[config.mk]
export PLATFORM = sky130hd
export DESIGN_NAME = sa_col_collector
export DESIGN_NICKNAME = d
export VERILOG_FILES = /design/src/rtl/sa_col_collector.sv
export SDC_FILE = /design/constraint.sdc
export NUM_CORES = 1
export LEC_CHECK = 0
export BUFFER_PORTS_ARGS = -buffer_cell sky130_fd_sc_hd__buf_2
export CAP_MARGIN = 30
export CORE_ASPECT_RATIO = 0.7
export CORE_MARGIN = 5
export CORE_UTILIZATION = 45
export CTS_CLUSTER_SIZE = 16
export DETAILED_ROUTE_END_ITERATION = 6
export GPL_ROUTABILITY_DRIVEN = 0
export PLACE_DENSITY_LB_ADDON = 0.12
export SETUP_SLACK_MARGIN = 0.05
export SYNTH_ARGS = -nofsm -noshare
export SYNTH_HDL_FRONTEND = slang
export SYNTH_SLANG_ARGS = --single-unit
[constraint.sdc]
create_clock -name COL_clk -period 16.6 [get_ports COL_clk]
set_input_delay 0.83 -clock COL_clk [delete_from_list [all_inputs] [get_ports COL_clk]]
set_output_delay 0.83 -clock COL_clk [all_outputs]
set_load 0.02 [all_outputs]
[src/rtl/sa_col_collector.sv]
// Systolic-array output collector: de-skews per-column partial sums through small FIFOs,
// applies ReLU / arithmetic shift / int8 saturation and hands packed rows out over valid/ready.
module sa_col_collector #(
  parameter int N     = 4,
  parameter int DEPTH = 8
) (
  input  logic            COL_clk,
  input  logic            COL_rst,
  input  logic            COL_start,
  input  logic [15:0]     COL_rows,
  input  logic [4:0]      COL_shift,
  input  logic            COL_relu_en,
  input  logic [N-1:0]    COL_en_in,
  input  logic [N*32-1:0] COL_data_in,
  output logic            COL_out_valid,
  input  logic            COL_out_ready,
  output logic [N*8-1:0]  COL_out_data,
  output logic            COL_busy,
  output logic            COL_done,
  output logic            COL_overflow
);

  localparam int AW = $clog2(DEPTH);

  typedef enum logic [1:0] {ST_IDLE, ST_RUN, ST_DONE} state_e;

  state_e           state_q;
  logic [15:0]      rows_cfg_q;
  logic [15:0]      pop_cnt_q;
  logic [15:0]      emit_cnt_q;
  logic [4:0]       shift_q;
  logic             relu_q;
  logic             out_valid_q;
  logic [N*8-1:0]   out_data_q;
  logic             overflow_q;

  logic             run;
  logic             pop;
  logic             hs;
  logic [N-1:0]     nonempty;
  logic [N-1:0]     drop;
  logic [N*8-1:0]   row_d;

  function automatic logic [7:0] sat8(input logic signed [31:0] x,
                                      input logic [4:0] sh,
                                      input logic relu);
    logic signed [31:0] xr;
    logic signed [31:0] y;
    xr = (relu && x[31]) ? 32'sd0 : x;
    y  = xr >>> sh;
    if (y > 32'sd127)
      return 8'h7F;
    else if (y < -32'sd128)
      return 8'h80;
    else
      return y[7:0];
  endfunction

  // A start cycle flushes everything, so it must neither push nor pop.
  assign run = (state_q == ST_RUN) && !COL_start;
  assign hs  = out_valid_q && COL_out_ready;
  assign pop = run && (&nonempty) && (pop_cnt_q < rows_cfg_q) &&
               (!out_valid_q || COL_out_ready);

  genvar gi;
  generate
    for (gi = 0; gi < N; gi++) begin : g_col
      logic [31:0] mem [DEPTH];
      logic [AW:0] wr_ptr_q;
      logic [AW:0] rd_ptr_q;
      logic        full;
      logic        push;

      assign full         = (wr_ptr_q[AW] != rd_ptr_q[AW]) &&
                            (wr_ptr_q[AW-1:0] == rd_ptr_q[AW-1:0]);
      assign nonempty[gi] = (wr_ptr_q != rd_ptr_q);
      // A full FIFO still accepts a write when the row pop frees a slot on the same edge.
      assign push         = run && COL_en_in[gi] && (!full || pop);
      assign drop[gi]     = run && COL_en_in[gi] && full && !pop;
      assign row_d[8*gi +: 8] = sat8(mem[rd_ptr_q[AW-1:0]], shift_q, relu_q);

      always_ff @(posedge COL_clk) begin
        if (push)
          mem[wr_ptr_q[AW-1:0]] <= COL_data_in[32*gi +: 32];
      end

      always_ff @(posedge COL_clk or posedge COL_rst) begin
        if (COL_rst) begin
          wr_ptr_q <= '0;
          rd_ptr_q <= '0;
        end else if (COL_start) begin
          wr_ptr_q <= '0;
          rd_ptr_q <= '0;
        end else begin
          if (push) wr_ptr_q <= wr_ptr_q + 1'b1;
          if (pop)  rd_ptr_q <= rd_ptr_q + 1'b1;
        end
      end
    end
  endgenerate

  always_ff @(posedge COL_clk or posedge COL_rst) begin
    if (COL_rst) begin
      state_q     <= ST_IDLE;
      rows_cfg_q  <= '0;
      pop_cnt_q   <= '0;
      emit_cnt_q  <= '0;
      shift_q     <= '0;
      relu_q      <= 1'b0;
      out_valid_q <= 1'b0;
      out_data_q  <= '0;
      overflow_q  <= 1'b0;
    end else if (COL_start) begin
      state_q     <= ST_RUN;
      rows_cfg_q  <= COL_rows;
      shift_q     <= COL_shift;
      relu_q      <= COL_relu_en;
      pop_cnt_q   <= '0;
      emit_cnt_q  <= '0;
      out_valid_q <= 1'b0;
      out_data_q  <= '0;
      overflow_q  <= 1'b0;
    end else begin
      case (state_q)
        ST_IDLE: state_q <= ST_IDLE;
        ST_RUN: begin
          if (pop) begin
            pop_cnt_q   <= pop_cnt_q + 16'd1;
            out_data_q  <= row_d;
            out_valid_q <= 1'b1;
          end else if (hs) begin
            out_valid_q <= 1'b0;
          end
          if (hs)
            emit_cnt_q <= emit_cnt_q + 16'd1;
          if (|drop)
            overflow_q <= 1'b1;
          if ((rows_cfg_q == 16'd0) || (hs && (emit_cnt_q + 16'd1 == rows_cfg_q)))
            state_q <= ST_DONE;
        end
        ST_DONE: state_q <= ST_IDLE;
        default: state_q <= ST_IDLE;
      endcase
    end
  end

  assign COL_out_valid = out_valid_q;
  assign COL_out_data  = out_data_q;
  assign COL_busy      = (state_q == ST_RUN);
  assign COL_done      = (state_q == ST_DONE);
  assign COL_overflow  = overflow_q;

endmodule

==> results.yml <==
outcome:
  outcome: "finished, violations left"
  violations: "DRC"
global_route:
  grt_util_all_layers_pct: 24.83
  grt_pass1_vias: 35640
  grt_pass1_wl_um: 247500
  grt-ovfl-total: 0
  grt_max_degree: 72
  antenna_found_initial: 13
clocking:
  cts_resized: 0
  insertion_delay_ns: 0.76
  cts_made_buffers: 112
  cts_tree: "done"
  clkTransAtPathRegs_ns: 0.07
  cts_max_level: 3
  cts_max_path_buffers: 3
  cts-root-buf: "clkbuf_16"
  cts_hold_buf: 0
  cts_setup_buffers: 0
  cts_sinks: 1146
logic_synthesis:
  yosysSeqAreaShare_pct: 59.59
  ys_types: 109
  ys.flop_type: "edfxtp_1"
  netlist_area_um2: 56720
  synth.ff_latch_count: 1146
  synthArstFlopShare_pct: 10.65
  ys.warnings.count: 0
  synth-edff-count: 1024
  syn_area_per_cell_um2: 14.61
  synth_cells: 3881
  synth_fp_nets: 4064
critical_path:
  critPathMaxFanout: 71
  cp_common_cell: "buf_4"
  critPathBufInv: 2
  rrSetupSlack_ns: 10.55
  r2r_end: "COL_out_data[22]"
  critPathTopFamily: "buffers and inverters"
  path_cells: "buf_4 -> buf_4 -> mux2_2 -> mux4_2 -> o21ai_1 -> nor3_1 -> or3_1 -> a32o_1 -> and4_1 -> o311ai_1 -> a22oi_1"
  critPathKind: "reg2reg"
  crit_path_end_kind: "register"
  crit_arrival_ns: 6.61
  worst_path_largest_cell_delay_ns: 0.86
  worstRegToRegCells: 11
  worstPathRequired_ns: 17.16
  r2r_start: "shift_q[0]"
  cp_slowest_cell: "buf_4"
  start_kind: "register"
timing:
  finalSetupTns_ns: 0
  hold_viol: 0
  relSlewSlack_pct: 25.78
  setup_viol: 0
  rsz0062_at_grt: "false"
  tightest_slew_ns: 1.109
  period_share_pct: 36.43
  fin_ws_ns: 10.55
  drv_slew: 0
  fmax_mhz: 165.3
  hold_ws_ns: 0.1469
  skew_ns: 0.05505
  post-route-min-period_ns: 6.048
floorplan:
  floorplan.initialDensity_pct: 45.11
  die_area_um2: 133400
  die_h_um: 307.0
  ioPinCount: 194
  coreArea_um2: 125700
  die_x_um: 434.3
  num_rows: 109
cells_and_area:
  fin_util_pct: 50.19
  stdcell_count: 5771
  drive_gt1_share_pct: 23.35
  area_growth_syn_to_layout_pct: 11.26
  final_nets: 4189
detailed_routing:
  drtIter0Drc: 4418
  dr_total_vias: 36790
  wire_per_inst_um: 28.98
  ant_nets: 0
  via_per_inst: 6.375
  wl_um: 167300
  drc: 15
  first_pass_iters: 7
power:
  p_per_area_nw_per_um2: 101.1
  vdd_drop_max_v: 0.00009046
  leakagePower_nw: 21.10
place:
  hpwlAfterDp_um: 111500
  portBuffers: 193
  post-place-ws_ns: 10.69
  dp_cells: 5554
job:
  cap_viol_max_count: 0
hold_path:
  hold_path_class: "in2async"
## how the worst max path moves through the flow
| stage | from | to | slack, ns | depth (start not counted) |
|---|---|---|---|---|
| floorplan | g_col[1].rd_ptr_q[1] | g_col[3].mem[0][0] | 10.23 | 13 |
| global placement | shift_q[0] | COL_out_data[22] | 10.85 | 11 |
| detailed placement | shift_q[0] | COL_out_data[22] | 10.69 | 11 |
| CTS | shift_q[0] | COL_out_data[22] | 10.66 | 11 |
| global route | shift_q[0] | COL_out_data[21] | 10.29 | 12 |
| finish | shift_q[0] | COL_out_data[22] | 10.55 | 11 |
## routing by layer
layer / up-vias / track usage (%) / routed length (µm)
met2: 1785 / 35.00 / 70810
li1: 15930 / - / -
met1: 18770 / 38.59 / 76920
met4: 14 / 5.317 / 3476
met5: - / 0 / 80
met3: 294 / 6.731 / 15960
## per-stage QoR
step,instance area [µm²],power [mW]
2_1_floorplan,56720,3.703
3_3_place_gp,59270,3.955
3_5_place_dp,59520,3.955
4_1_cts,63040,6.415
5_1_grt,63100,6.611
6_report,63110,6.383
## cell usage after synthesis (all sizes together) (19+ instances only)
| master | instances | share of area, % |
|---|---|---|
| nor3 | 68 | 0.63 |
| mux2 | 104 | 2.1 |
| inv | 33 | 0.22 |
| mux4 | 316 | 13 |
| and2 | 54 | 0.60 |
| o21ai | 126 | 1.1 |
| xor2 | 56 | 0.86 |
| o2111ai | 22 | 0.34 |
| xnor2 | 26 | 0.40 |
| dfrtp | 122 | 5.4 |
| clkbuf | 114 | 0.75 |
| a211oi | 30 | 0.42 |
| nor2b | 21 | 0.25 |
| buf | 162 | 1.7 |
| ha | 25 | 0.55 |
| nand4 | 19 | 0.21 |
| a221oi | 28 | 0.43 |
| a31oi | 33 | 0.39 |
| mux2i | 229 | 4.1 |
| o211ai | 44 | 0.59 |
| o221ai | 20 | 0.31 |
| nand3 | 48 | 0.42 |
| and3 | 31 | 0.34 |
| a22oi | 95 | 1.3 |
| nor2 | 231 | 1.5 |
| nand2b | 24 | 0.26 |
| nor4 | 24 | 0.26 |
| edfxtp | 1024 | 54 |
| o22ai | 34 | 0.37 |
| nand2 | 323 | 2.2 |
| a21oi | 113 | 1.0 |
## state kept, by name, summed over array words and instances, names as in the netlist, 2 cells and up
register	flops
g_col.rd_ptr_q	16
g_col.wr_ptr_q	16
shift_q	5
emit_cnt_q	16
rows_cfg_q	16
pop_cnt_q	16
state_q	2
COL_out_data	32
g_col.mem	1024
## power breakdown
part           internal [mW]  leakage, nW  total, mW  switching, mW
combinational          0.248         8.52      0.717          0.469
clock                   1.35         1.70       2.46           1.11
sequential              3.18         10.9       3.20         0.0286
## cell families (layout without fill, tap and decap cells)
group,after synthesis,count (layout),share of synthesized area (%)
other,0,4,0
buffers and inverters,311,532,2.720
flip-flops,1146,1146,59.59
XOR/XNOR,82,82,1.266
adder cells (fa/ha/maj),25,25,0.5515
AND/OR/NAND/NOR,907,907,7.524
AO/OA/AOI/OAI,761,761,9.655
multiplexers,649,649,18.69
## final cells by class
cell class                      count  area, µm²
Sequential cell                  1146      33850
Clock buffer                      145       3012
Inverter                           35      145.1
Antenna cell                        4      10.01
Multi-Input combinational cell   2424      21620
Timing Repair Buffer              287       1879
Tap cell                         1665       2083
Clock inverter                     65      506.7
Fill cell                       10680      62640
## placed cells by master (no fill, tap or decap), drive strengths merged, types with 15 or more instances in the layout
cell        n
and3       31
nand2b     24
edfxtp   1024
buf       286
o22ai      34
a221oi     28
mux2      104
inv        42
nor3       68
o211ai     44
clkinv     45
mux4      316
or3        17
nor2      231
xnor2      26
o2111ai    22
o221ai     20
a211oi     30
xor2       56
nand4      19
dfrtp     122
mux2i     229
a221o      15
a22o       15
o21ai     126
o32ai      15
nand2     323
a21oi     113
nand3      48
a31oi      33
nor2b      21
ha         25
a21o       18
clkbuf    146
nor4       24
and2       54
a22oi      95
or2        15
## worst register-to-register path, stage by stage (launching register included)
cell	delay [ns]
dfrtp_4	0.79
buf_4	0.85
buf_4	0.92
mux2_2	0.50
mux4_2	0.48
o21ai_1	0.36
nor3_1	0.07
or3_1	0.38
a32o_1	0.34
and4_1	0.20
o311ai_1	0.77
a22oi_1	0.21
(Power assumes the default switching activity.)
